### config.mk
export PLATFORM = sky130hd
export DESIGN_NAME = systolic_feed_sequencer
export DESIGN_NICKNAME = d
export VERILOG_FILES = /design/src/rtl/systolic_feed_sequencer.sv
export SDC_FILE = /design/constraint.sdc
export NUM_CORES = 1
export LEC_CHECK = 0
export BUFFER_PORTS_ARGS = -buffer_cell sky130_fd_sc_hd__buf_4
export CELL_PAD_IN_SITES_DETAIL_PLACEMENT = 1
export CELL_PAD_IN_SITES_GLOBAL_PLACEMENT = 1
export CORE_MARGIN = 8
export CORE_UTILIZATION = 24
export DETAILED_ROUTE_END_ITERATION = 10
export PLACE_DENSITY = 0.48
export SLEW_MARGIN = 0
export SYNTH_ARGS = -nofsm -noshare
export SYNTH_HDL_FRONTEND = slang
export SYNTH_SLANG_ARGS = --single-unit
### constraint.sdc
create_clock -name clk -period 3.75 [get_ports clk]
set_clock_uncertainty 0.15 [all_clocks]
set_input_delay 0.1875 -clock clk [delete_from_list [all_inputs] [get_ports clk]]
set_output_delay 0.1875 -clock clk [all_outputs]
set_load 0.005 [all_outputs]
### src/rtl/systolic_feed_sequencer.sv
// Feed sequencer for Systolic_array: stores one vector and a PE_NUMBER-column matrix, then clears,
// streams the skewed diagonal feed, drains and holds read. Optional cycle counter: SEQ_PERF_CNT_EN.
module systolic_feed_sequencer #(
    parameter int PE_NUMBER    = 3,
    parameter int DATA_WIDTH   = 16,
    parameter int MAX_LEN      = 8,
    parameter int CLR_CYCLES   = 3,
    parameter int DRAIN_CYCLES = 1
) (
    input  logic                               clk,
    input  logic                               reset,
    input  logic                               start,
    input  logic [$clog2(MAX_LEN+1)-1:0]       len,
    input  logic                               rd_ack,
    input  logic                               vec_wr_en,
    input  logic [$clog2(MAX_LEN)-1:0]         vec_wr_addr,
    input  logic [DATA_WIDTH-1:0]              vec_wr_data,
    input  logic                               mat_wr_en,
    input  logic [$clog2(MAX_LEN)-1:0]         mat_wr_row,
    input  logic [$clog2(PE_NUMBER)-1:0]       mat_wr_col,
    input  logic [DATA_WIDTH-1:0]              mat_wr_data,
    output logic                               sa_reset,
    output logic [DATA_WIDTH-1:0]              l_d_i,
    output logic [PE_NUMBER*DATA_WIDTH-1:0]    pe_t_w,
    output logic                               sa_read,
    output logic                               busy,
    output logic                               done,
    output logic                               err,
    output logic [31:0]                        perf_cycles
);
    localparam int LW      = $clog2(MAX_LEN + 1);
    localparam int AW      = $clog2(MAX_LEN);
    localparam int CLW     = $clog2(PE_NUMBER);
    localparam int CNT_MAX = MAX_LEN + PE_NUMBER + CLR_CYCLES + DRAIN_CYCLES;
    localparam int CW      = $clog2(CNT_MAX + 1);

    typedef enum logic [2:0] {IDLE, CLEAR, FEED, DRAIN, READ} state_t;

    state_t          state_q;
    logic [LW-1:0]   k_q;
    logic [CW-1:0]   cnt_q;
    logic            sa_reset_q, sa_read_q, busy_q, done_q, err_q;
    logic [DATA_WIDTH-1:0] l_d_q;

    logic            start_ok;
    logic [CW-1:0]   s_total;
    logic            feed_valid;
    logic [CW-1:0]   feed_step;
    logic            vec_addr_ok, mat_row_ok, mat_col_ok;
    logic            vec_we, mat_we;
    logic [DATA_WIDTH-1:0] vec_mem [MAX_LEN];

    assign start_ok = start && (len != '0) && (len <= LW'(MAX_LEN));
    assign s_total  = CW'(k_q) + CW'(PE_NUMBER - 1);

    // The first diagonal (s=0) is registered on the last CLEAR edge so FEED starts with valid data.
    assign feed_valid = ((state_q == CLEAR) && (cnt_q == CW'(CLR_CYCLES - 1))) ||
                        ((state_q == FEED) && (cnt_q != s_total));
    assign feed_step  = (state_q == FEED) ? cnt_q : '0;

    generate
        if (MAX_LEN == (1 << AW)) begin : g_addr_full
            assign vec_addr_ok = 1'b1;
            assign mat_row_ok  = 1'b1;
        end else begin : g_addr_chk
            assign vec_addr_ok = (vec_wr_addr < AW'(MAX_LEN));
            assign mat_row_ok  = (mat_wr_row < AW'(MAX_LEN));
        end
        if (PE_NUMBER == (1 << CLW)) begin : g_col_full
            assign mat_col_ok = 1'b1;
        end else begin : g_col_chk
            assign mat_col_ok = (mat_wr_col < CLW'(PE_NUMBER));
        end
    endgenerate

    assign vec_we = vec_wr_en && vec_addr_ok && (state_q == IDLE);
    assign mat_we = mat_wr_en && mat_row_ok && mat_col_ok && (state_q == IDLE);

    always_ff @(posedge clk) begin
        if (vec_we) begin
            vec_mem[vec_wr_addr] <= vec_wr_data;
        end
    end

    always_ff @(posedge clk or posedge reset) begin
        if (reset) begin
            l_d_q <= '0;
        end else if (feed_valid && (feed_step < CW'(k_q))) begin
            l_d_q <= vec_mem[feed_step[AW-1:0]];
        end else begin
            l_d_q <= '0;
        end
    end

    genvar gi;
    generate
        for (gi = 0; gi < PE_NUMBER; gi++) begin : g_lane
            logic [DATA_WIDTH-1:0] col_mem [MAX_LEN];
            logic [DATA_WIDTH-1:0] lane_q;
            logic [CW:0]           diff;
            logic                  hit;

            // Lane gi lags the vector by gi steps; the extra MSB flags s < gi.
            assign diff = {1'b0, feed_step} - (CW + 1)'(gi);
            assign hit  = feed_valid && !diff[CW] && (diff[CW-1:0] < CW'(k_q));

            always_ff @(posedge clk) begin
                if (mat_we && (mat_wr_col == CLW'(gi))) begin
                    col_mem[mat_wr_row] <= mat_wr_data;
                end
            end

            always_ff @(posedge clk or posedge reset) begin
                if (reset) begin
                    lane_q <= '0;
                end else if (hit) begin
                    lane_q <= col_mem[diff[AW-1:0]];
                end else begin
                    lane_q <= '0;
                end
            end

            assign pe_t_w[gi*DATA_WIDTH +: DATA_WIDTH] = lane_q;
        end
    endgenerate

    always_ff @(posedge clk or posedge reset) begin
        if (reset) begin
            state_q    <= IDLE;
            k_q        <= '0;
            cnt_q      <= '0;
            sa_reset_q <= 1'b0;
            sa_read_q  <= 1'b0;
            busy_q     <= 1'b0;
            done_q     <= 1'b0;
            err_q      <= 1'b0;
        end else begin
            done_q <= 1'b0;
            err_q  <= 1'b0;
            case (state_q)
                IDLE: begin
                    if (start_ok) begin
                        k_q        <= len;
                        cnt_q      <= '0;
                        sa_reset_q <= 1'b1;
                        busy_q     <= 1'b1;
                        state_q    <= CLEAR;
                    end else if (start) begin
                        err_q <= 1'b1;
                    end
                end
                CLEAR: begin
                    if (cnt_q == CW'(CLR_CYCLES - 1)) begin
                        sa_reset_q <= 1'b0;
                        cnt_q      <= CW'(1);
                        state_q    <= FEED;
                    end else begin
                        cnt_q <= cnt_q + CW'(1);
                    end
                end
                FEED: begin
                    if (cnt_q == s_total) begin
                        cnt_q   <= '0;
                        state_q <= DRAIN;
                    end else begin
                        cnt_q <= cnt_q + CW'(1);
                    end
                end
                DRAIN: begin
                    if (cnt_q == CW'(DRAIN_CYCLES - 1)) begin
                        sa_read_q <= 1'b1;
                        state_q   <= READ;
                    end else begin
                        cnt_q <= cnt_q + CW'(1);
                    end
                end
                READ: begin
                    if (rd_ack) begin
                        sa_read_q <= 1'b0;
                        done_q    <= 1'b1;
                        busy_q    <= 1'b0;
                        state_q   <= IDLE;
                    end
                end
                default: state_q <= IDLE;
            endcase
        end
    end

    assign sa_reset = sa_reset_q;
    assign l_d_i    = l_d_q;
    assign sa_read  = sa_read_q;
    assign busy     = busy_q;
    assign done     = done_q;
    assign err      = err_q;

`ifdef SEQ_PERF_CNT_EN
    logic [31:0] perf_cnt_q, perf_cnt_d, perf_q;

    assign perf_cnt_d = (busy_q && (perf_cnt_q != '1)) ? perf_cnt_q + 32'd1 : perf_cnt_q;

    // The snapshot taken on the done edge includes the final READ cycle.
    always_ff @(posedge clk or posedge reset) begin
        if (reset) begin
            perf_cnt_q <= '0;
            perf_q     <= '0;
        end else begin
            if ((state_q == IDLE) && start_ok) begin
                perf_cnt_q <= '0;
            end else begin
                perf_cnt_q <= perf_cnt_d;
            end
            if ((state_q == READ) && rd_ack) begin
                perf_q <= perf_cnt_d;
            end
        end
    end

    assign perf_cycles = perf_q;
`else
    assign perf_cycles = 32'd0;
`endif

endmodule

==> summary.txt, run 1 <==
STA
  – Slew HR: 0.198
  – Final setup violation count: 0
  – Setup TNS: 0 ns
  – Fin crit share: 0.886
  – RSZ-0062 raised after global routing: false
  – Min Tclk post-route: 3.32 ns
  – Worst-Margin Slew: 1.20 ns
  – Final Max Tran Viols: 0
  – Max frequency: 0.301 GHz
  – Endpoints failing hold: 0

Routing
  – WL final: 74000 um
  – Routed Antenna Nets: 0
  – Vias: 14.8k
  – Vias/cell: 4.64
  – Wire length per cell: 23.2 um
  – Detailed Routing Iterations Pass 1: 5
  – DR iter-0 viols: 911
  – DR DRC count: 0

Synth
  – Synth Instances: 1667
  – Top cells by area, synth: edfxtp_1, dfrtp_1, mux2i_1, a21oi_1, nor2_1
  – Synth Flop Type: edfxtp_1
  – Top-count cell post-synth: edfxtp_1
  – Post-synthesis cell type count: 55
  – Yosys top cell by area: edfxtp_1
  – Post-synth top cells: edfxtp_1, a21oi_1, nor2_1
  – Top cell type's share of synthesized area: 0.635
  – Synth Area per Inst: 14.5 sq um
  – Number of synthesized register bits: 592
  – Post-synth EDFFs: 512
  – Sequential area share after synthesis: 0.718
  – Synth Cell Area: 24200 sq um
  – Synth warnings: 0
  – Share of synthesized registers carrying an async set or reset: 0.135

Critical path
  – Worst path required time: 4.15 ns
  – Slowest CP cell: dfrtp_1
  – CP bufs+invs: 1
  – Worst-path cell chain: nor3b_4, nand2_1, ha_1, a211oi_1, xnor2_1, nand2_1, ha_1, o211ai_1, a31oi_1, a2bb2oi_1, a2111oi_4, buf_4, and3_1
  – Max FO, Critical Path: 16
  – Internal reg-to-reg setup slack: 0.43 ns
  – CP arrival: 3.73 ns
  – Crit path max-delay family: compound AO/OA/AOI/OAI gates
  – CP Class: flop to flop
  – Largest stage delay on the critical path: 0.46 ns
  – CP Launch Type: flop
  – Crit. End Element: flop

Global route
  – GRT Total Usage: 0.130
  – Largest net degree at the start of global routing: 187
  – Vias in the first global route: 16.2k
  – First-pass GRT wire length: 110000 um
  – Initial antenna violation count: 1
  – Gr ovfl total: 0

Pwr
  – Pwr dens: 625 nW/um^2
  – P_leak: 0.0102 uW
  – VDD IR-drop max: 0.808 mV

Floorplanning
  – Die Span Y: 334 um
  – Starting Density: 0.242
  – I/O pin count: 151
  – Row count: 116
  – Total die area: 111000 sq um
  – Core ar.: 100000 sq um
  – Die X: 334 um

Outcome
  – Status: finished clean

Layout
  – Layout area overhead: 21.8%
  – Layout Nets: 1904
  – Fraction of layout cells with a size suffix above 1: 0.173
  – Post-route insts no fill: 3197

Clocking
  – CTS Sinks: 592
  – Root buf cell: clkbuf_16
  – Post-CTS Setup Inserts: 0
  – Clock Latency Late Sink: 0.62 ns
  – Clock tree buffer depth: 3
  – CTS tree: built
  – Reg clk slew, reported paths: 0.06 ns
  – CTS H-tree depth: 3
  – Num CTS Buffers: 69

Run
  – Max Cap Viol: 0

Placement
  – DP Cell Count: 3024
  – Port Buf Inserts: 118
  – Final GP Congestion: 0.724
  – HPWL Detailed: 42600 um

Worst hold path
  – Hold Crit Class: primary input to flop
placed cells by master (no fill, tap or decap), drive strengths merged, types with 3 or more instances in the layout:
cell / instances
edfxtp: 512
buf: 180
a21oi: 175
nor2: 163
mux2i: 111
clkbuf: 105
dfrtp: 80
o21ai: 56
a211oi: 47
dlygate4sd3: 43
nand2: 42
o221ai: 32
a221o: 32
nor2b: 32
conb: 32
mux2: 21
or3: 19
a2bb2oi: 18
o211ai: 17
a211o: 17
o22ai: 16
o21a: 16
o31ai: 16
inv: 16
ha: 14
clkinv: 14
nand3: 7
nor3: 7
nand3b: 6
bufinv: 6
a21o: 4
xnor2: 4
and3: 3
nand2b: 3
or3b: 3
a2111oi: 3
per-stage QoR:
stage / utilization / power [uW] / hold WS, ns / instance area, sq um / worst slack, ns
6_report: 0.295 / 18400 / 0.0623 / 29500 / 0.426
4_1_cts: 0.295 / 18800 / 0.0165 / 29500 / 0.388
2_1_floorplan: - / 10200 / 0.136 / 24300 / 0.190
3_5_place_dp: 0.266 / 11600 / 0.198 / 26600 / 0.406
3_3_place_gp: 0.266 / 11500 / 0.187 / 26600 / 0.505
5_1_grt: 0.295 / 19300 / 0.0809 / 29500 / 0.194
registers in the layout, indices dropped and copies added (netlist names):
signal / cells
sa_read: 1
err: 1
g_lane.col_mem: 384
vec_mem: 128
sa_reset: 1
busy: 1
done: 1
cnt_q: 4
l_d_i: 16
k_q: 4
g_lane.lane_q: 48
state_q: 3
worst register-to-register path, stage by stage (launching register included):
cell	delay, ns
dfrtp_1	0.46
nor3b_4	0.32
nand2_1	0.13
ha_1	0.19
a211oi_1	0.26
xnor2_1	0.16
nand2_1	0.08
ha_1	0.35
o211ai_1	0.14
a31oi_1	0.07
a2bb2oi_1	0.18
a2111oi_4	0.29
buf_4	0.30
and3_1	0.19
final cells by class:
type	count	area, sq um
clock inverter	23	348
tap	1298	1620
fill	10527	70500
multi-input combinational	939	6170
timing repair buffer	223	1830
inverter	15	60.1
sequential	592	17400
clock buffer	105	2030
antenna	2	5.00
power breakdown:
part / switching [uW] / internal, uW
logic: 2490 / 1390
registers: 167 / 7390
clock network: 2780 / 4200
worst paths after layout:
path,startpoint,cells past startpoint,endpoint
min in group asynchronous,reset,3,sa_reset
worst min-delay path,mat_wr_row[1],3,g_lane[1].col_mem[6][11]
max in group asynchronous,reset,4,g_lane[2].lane_q[2]
worst max register to register,state_q[0],13,g_lane[1].lane_q[14]
worst min register to register,busy,2,busy
worst max-delay path,state_q[0],13,g_lane[1].lane_q[14]
cells by family (layout without fill, tap and decap cells):
family | Yosys count | after routing | share of synthesized area
flip-flops | 592 | 592 | 0.718
AO/OA/AOI/OAI | 461 | 461 | 0.128
AND/OR/NAND/NOR | 293 | 293 | 0.0549
buffers and inverters | 167 | 366 | 0.0326
multiplexers | 132 | 132 | 0.0557
adder cells (fa/ha/maj) | 14 | 14 | 0.00724
XOR/XNOR | 7 | 7 | 0.00310
other | 1 | 34 | 0.000155
layer usage:
layer / routed length [um] / vias up / track usage
met5: 0 / - / 0
met4: 1660 / 0 / 0.0352
met3: 3440 / 108 / 0.0251
met2: 36500 / 279 / 0.224
met1: 32400 / 7714 / 0.166
li1: - / 6720 / -
timing repair:
item	CTS	global route
resized for setup	0	0
endpoints found under the hold margin	598	0
hold buffers	43	0
Power figures use the tool's default switching activity.
==> inputs of run 2 (changes only) <==
- CORE_UTILIZATION: 24 -> 46
- PLACE_DENSITY: 0.48 -> 0.79
- RECOVER_POWER: default -> 25
==> run 2 against run 1 <==
- core utilization rose by 25 points
- register-to-register slack got worse by 0.18 ns
- via count rose by 3.7%
- total power fell by 5.7%
- critical endpoint unchanged
- largest power group unchanged
==> summary.txt, run 2 (synthesized netlist as in run 1, its figures left out) <==
Layout
  – Fraction of layout cells with a size suffix above 1: 0.154 (-0.0197)
  – Most common cell after layout, fill and taps aside: edfxtp_1
  – Largest Register: g_lane.col_mem
  – Layout area overhead: 16.7%
  – Top Registers: g_lane.col_mem: 384 flops, vec_mem: 128 flops, g_lane.lane_q: 48 flops
  – Layout Nets: 1901 (-0.16%)
  – Most frequent cells in the layout: edfxtp_1, a21oi_1, nor2_1
  – Max FFs per register: 384 (unchanged)
  – Filler cells: 4981 (-53%)

Run
  – Max Cap Viol: 0 (unchanged)

Clocking
  – Clock tree buffer depth: 3 (unchanged)
  – Reg clk slew, reported paths: 0.06 ns (about the same)
  – CTS tree: built
  – CTS H-tree depth: 2 (-1)
  – Root buf cell: clkbuf_16
  – CTS Sinks: 592 (unchanged)
  – Num CTS Buffers: 59 (-14%)
  – Clock Latency Late Sink: 0.64 ns (+0.02 ns)

Routing
  – WL final: 67500 um (-8.8%)
  – DR DRC count: 0 (unchanged)
  – Vias: 15.4k (+3.7%)
  – Wire length per cell: 26.2 um (+13%)
  – Detailed Routing Iterations Pass 1: 5 (unchanged)
  – DR iter-0 viols: 1255 (+38%)
  – Routed Antenna Nets: 0 (unchanged)
  – Vias/cell: 5.97 (+29%)

STA
  – RSZ-0062 raised after global routing: false
  – Fin crit share: 0.936 (+0.0493)
  – Final Max Tran Viols: 0 (unchanged)
  – Final setup violation count: 0 (unchanged)
  – Min Tclk post-route: 3.51 ns (+0.185 ns)
  – Max frequency: 0.285 GHz (-5.3%)
  – Slew HR: 0.0413 (-0.156)
  – Endpoints failing hold: 0 (unchanged)
  – Worst-Margin Slew: 1.44 ns (+0.234 ns)
  – Setup TNS: 0 ns (unchanged)

Global route
  – Initial antenna violation count: 6 (+5)
  – Vias in the first global route: 16.6k (+2.3%)
  – Largest net degree at the start of global routing: 153 (-18%)
  – GRT Total Usage: 0.219 (+0.0892)
  – First-pass GRT wire length: 101000 um (-7.4%)
  – Gr ovfl total: 0 (unchanged)

Pwr
  – P_leak: 0.00995 uW (-2.6%)
  – VDD IR-drop max: 0.553 mV (-32%)
  – Pwr dens: 615 nW/um^2 (-1.6%)
  – Pwr Total: 17400 uW (-5.7%)

Worst hold path
  – Hold Crit Class: primary input to flop
  – Hold path start: mat_wr_row[1]

Placement
  – HPWL Detailed: 39100 um (-8.2%)
  – Port Buf Inserts: 118 (unchanged)
  – Final GP Congestion: 0.807 (+11%)

Critical path
  – Reg2reg end: g_lane[1].lane_q[14]
  – CP Class: flop to flop
  – CP arrival: 3.94 ns (+0.21 ns)
  – Worst Setup SP: state_q[2]
  – Worst path required time: 4.18 ns (+0.03 ns)
  – Worst setup path end: g_lane[1].lane_q[14]
  – Max FO, Critical Path: 88 (+72)
  – Reg2Reg Launch Point: state_q[2]
  – CP Launch Type: flop
  – Worst r2r path cells: 10 (-3)
  – Crit. End Element: flop
  – Internal reg-to-reg setup slack: 0.24 ns (-0.18 ns)

Floorplanning
  – Starting Density: 0.463 (+0.221)
  – Die X: 245 um (-26%)
  – Core ar.: 52200 sq um (-48%)
  – Total die area: 60200 sq um (-46%)
  – I/O pin count: 151 (unchanged)
  – Die Span Y: 245 um (-26%)
  – Row count: 84 (-28%)

Outcome
  – Status: finished clean
run 2: where the power goes:
part / total (uW) / switching, uW / internal [uW]
Clock: 5930 / 2490 / 3440
Sequential: 7600 / 212 / 7390
Combinational: 3840 / 2470 / 1380
Total: 17400 / 5170 / 12200
run 2: worst min path at each step:
stage                                to  slack [ns]  depth (start not counted)
3_5_place_dp              vec_mem[4][5]        0.28                          1
4_1_cts        g_lane[0].col_mem[1][13]       0.009                          4
5_1_grt        g_lane[0].col_mem[1][13]        0.07                          4
6_report       g_lane[0].col_mem[1][13]        0.07                          4
2_1_floorplan   g_lane[0].col_mem[0][0]        0.14                          0
3_3_place_gp             vec_mem[2][14]        0.27                          1
run 2: routing by layer:
layer | wire length, um | track usage | vias to the layer above
met5 | 51 | 0 | -
met4 | 2300 | 0.0828 | 8
met3 | 4180 | 0.0412 | 153
met2 | 34000 | 0.377 | 575
met1 | 27000 | 0.274 | 7932
li1 | - | - | 6699
run 2: layout make-up:
cell class                 count  area [sq um]  area share
clock buffer                  93          1770      0.0625
inverter                      15          58.8     0.00208
sequential                   592         17400       0.616
multi-input combinational    939          6170       0.218
timing repair buffer         230          1780      0.0631
clock inverter                18           209     0.00740
tap                          688           861      0.0305
antenna                        1          2.50   0.0000886
run 2: critical path, stage by stage, from the launching register on:
cell       delay [ns]
dfrtp_1          0.41
nor3b_4          0.33
buf_4            0.84
o21ai_0          0.23
ha_1             0.34
o211ai_1         0.13
a31oi_1          0.07
a2bb2oi_1        0.20
a2111oi_4        0.28
buf_4            0.27
and3_1           0.18
run 2: stage by stage:
stage	worst slack [ns]	hold slack (ns)	instances	utilization	cell area, sq um
6_report	0.241	0.0715	2576	0.540	28200
5_1_grt	0.0158	0.0662	2576	0.540	28200
3_5_place_dp	0.244	0.278	2415	0.495	25900
4_1_cts	0.245	0.00907	2575	0.542	28300
3_3_place_gp	0.341	0.274	2415	0.495	25900
2_1_floorplan	0.190	0.136	1698	-	24300
run 2: repair_timing:
item / in CTS / in global routing
buffers inserted: 0 / 0
endpoints found under the setup margin: 0 / 0
hold buffers: 49 / 0
resized for setup: 0 / 0
hold endpoints to repair: 635 / 0
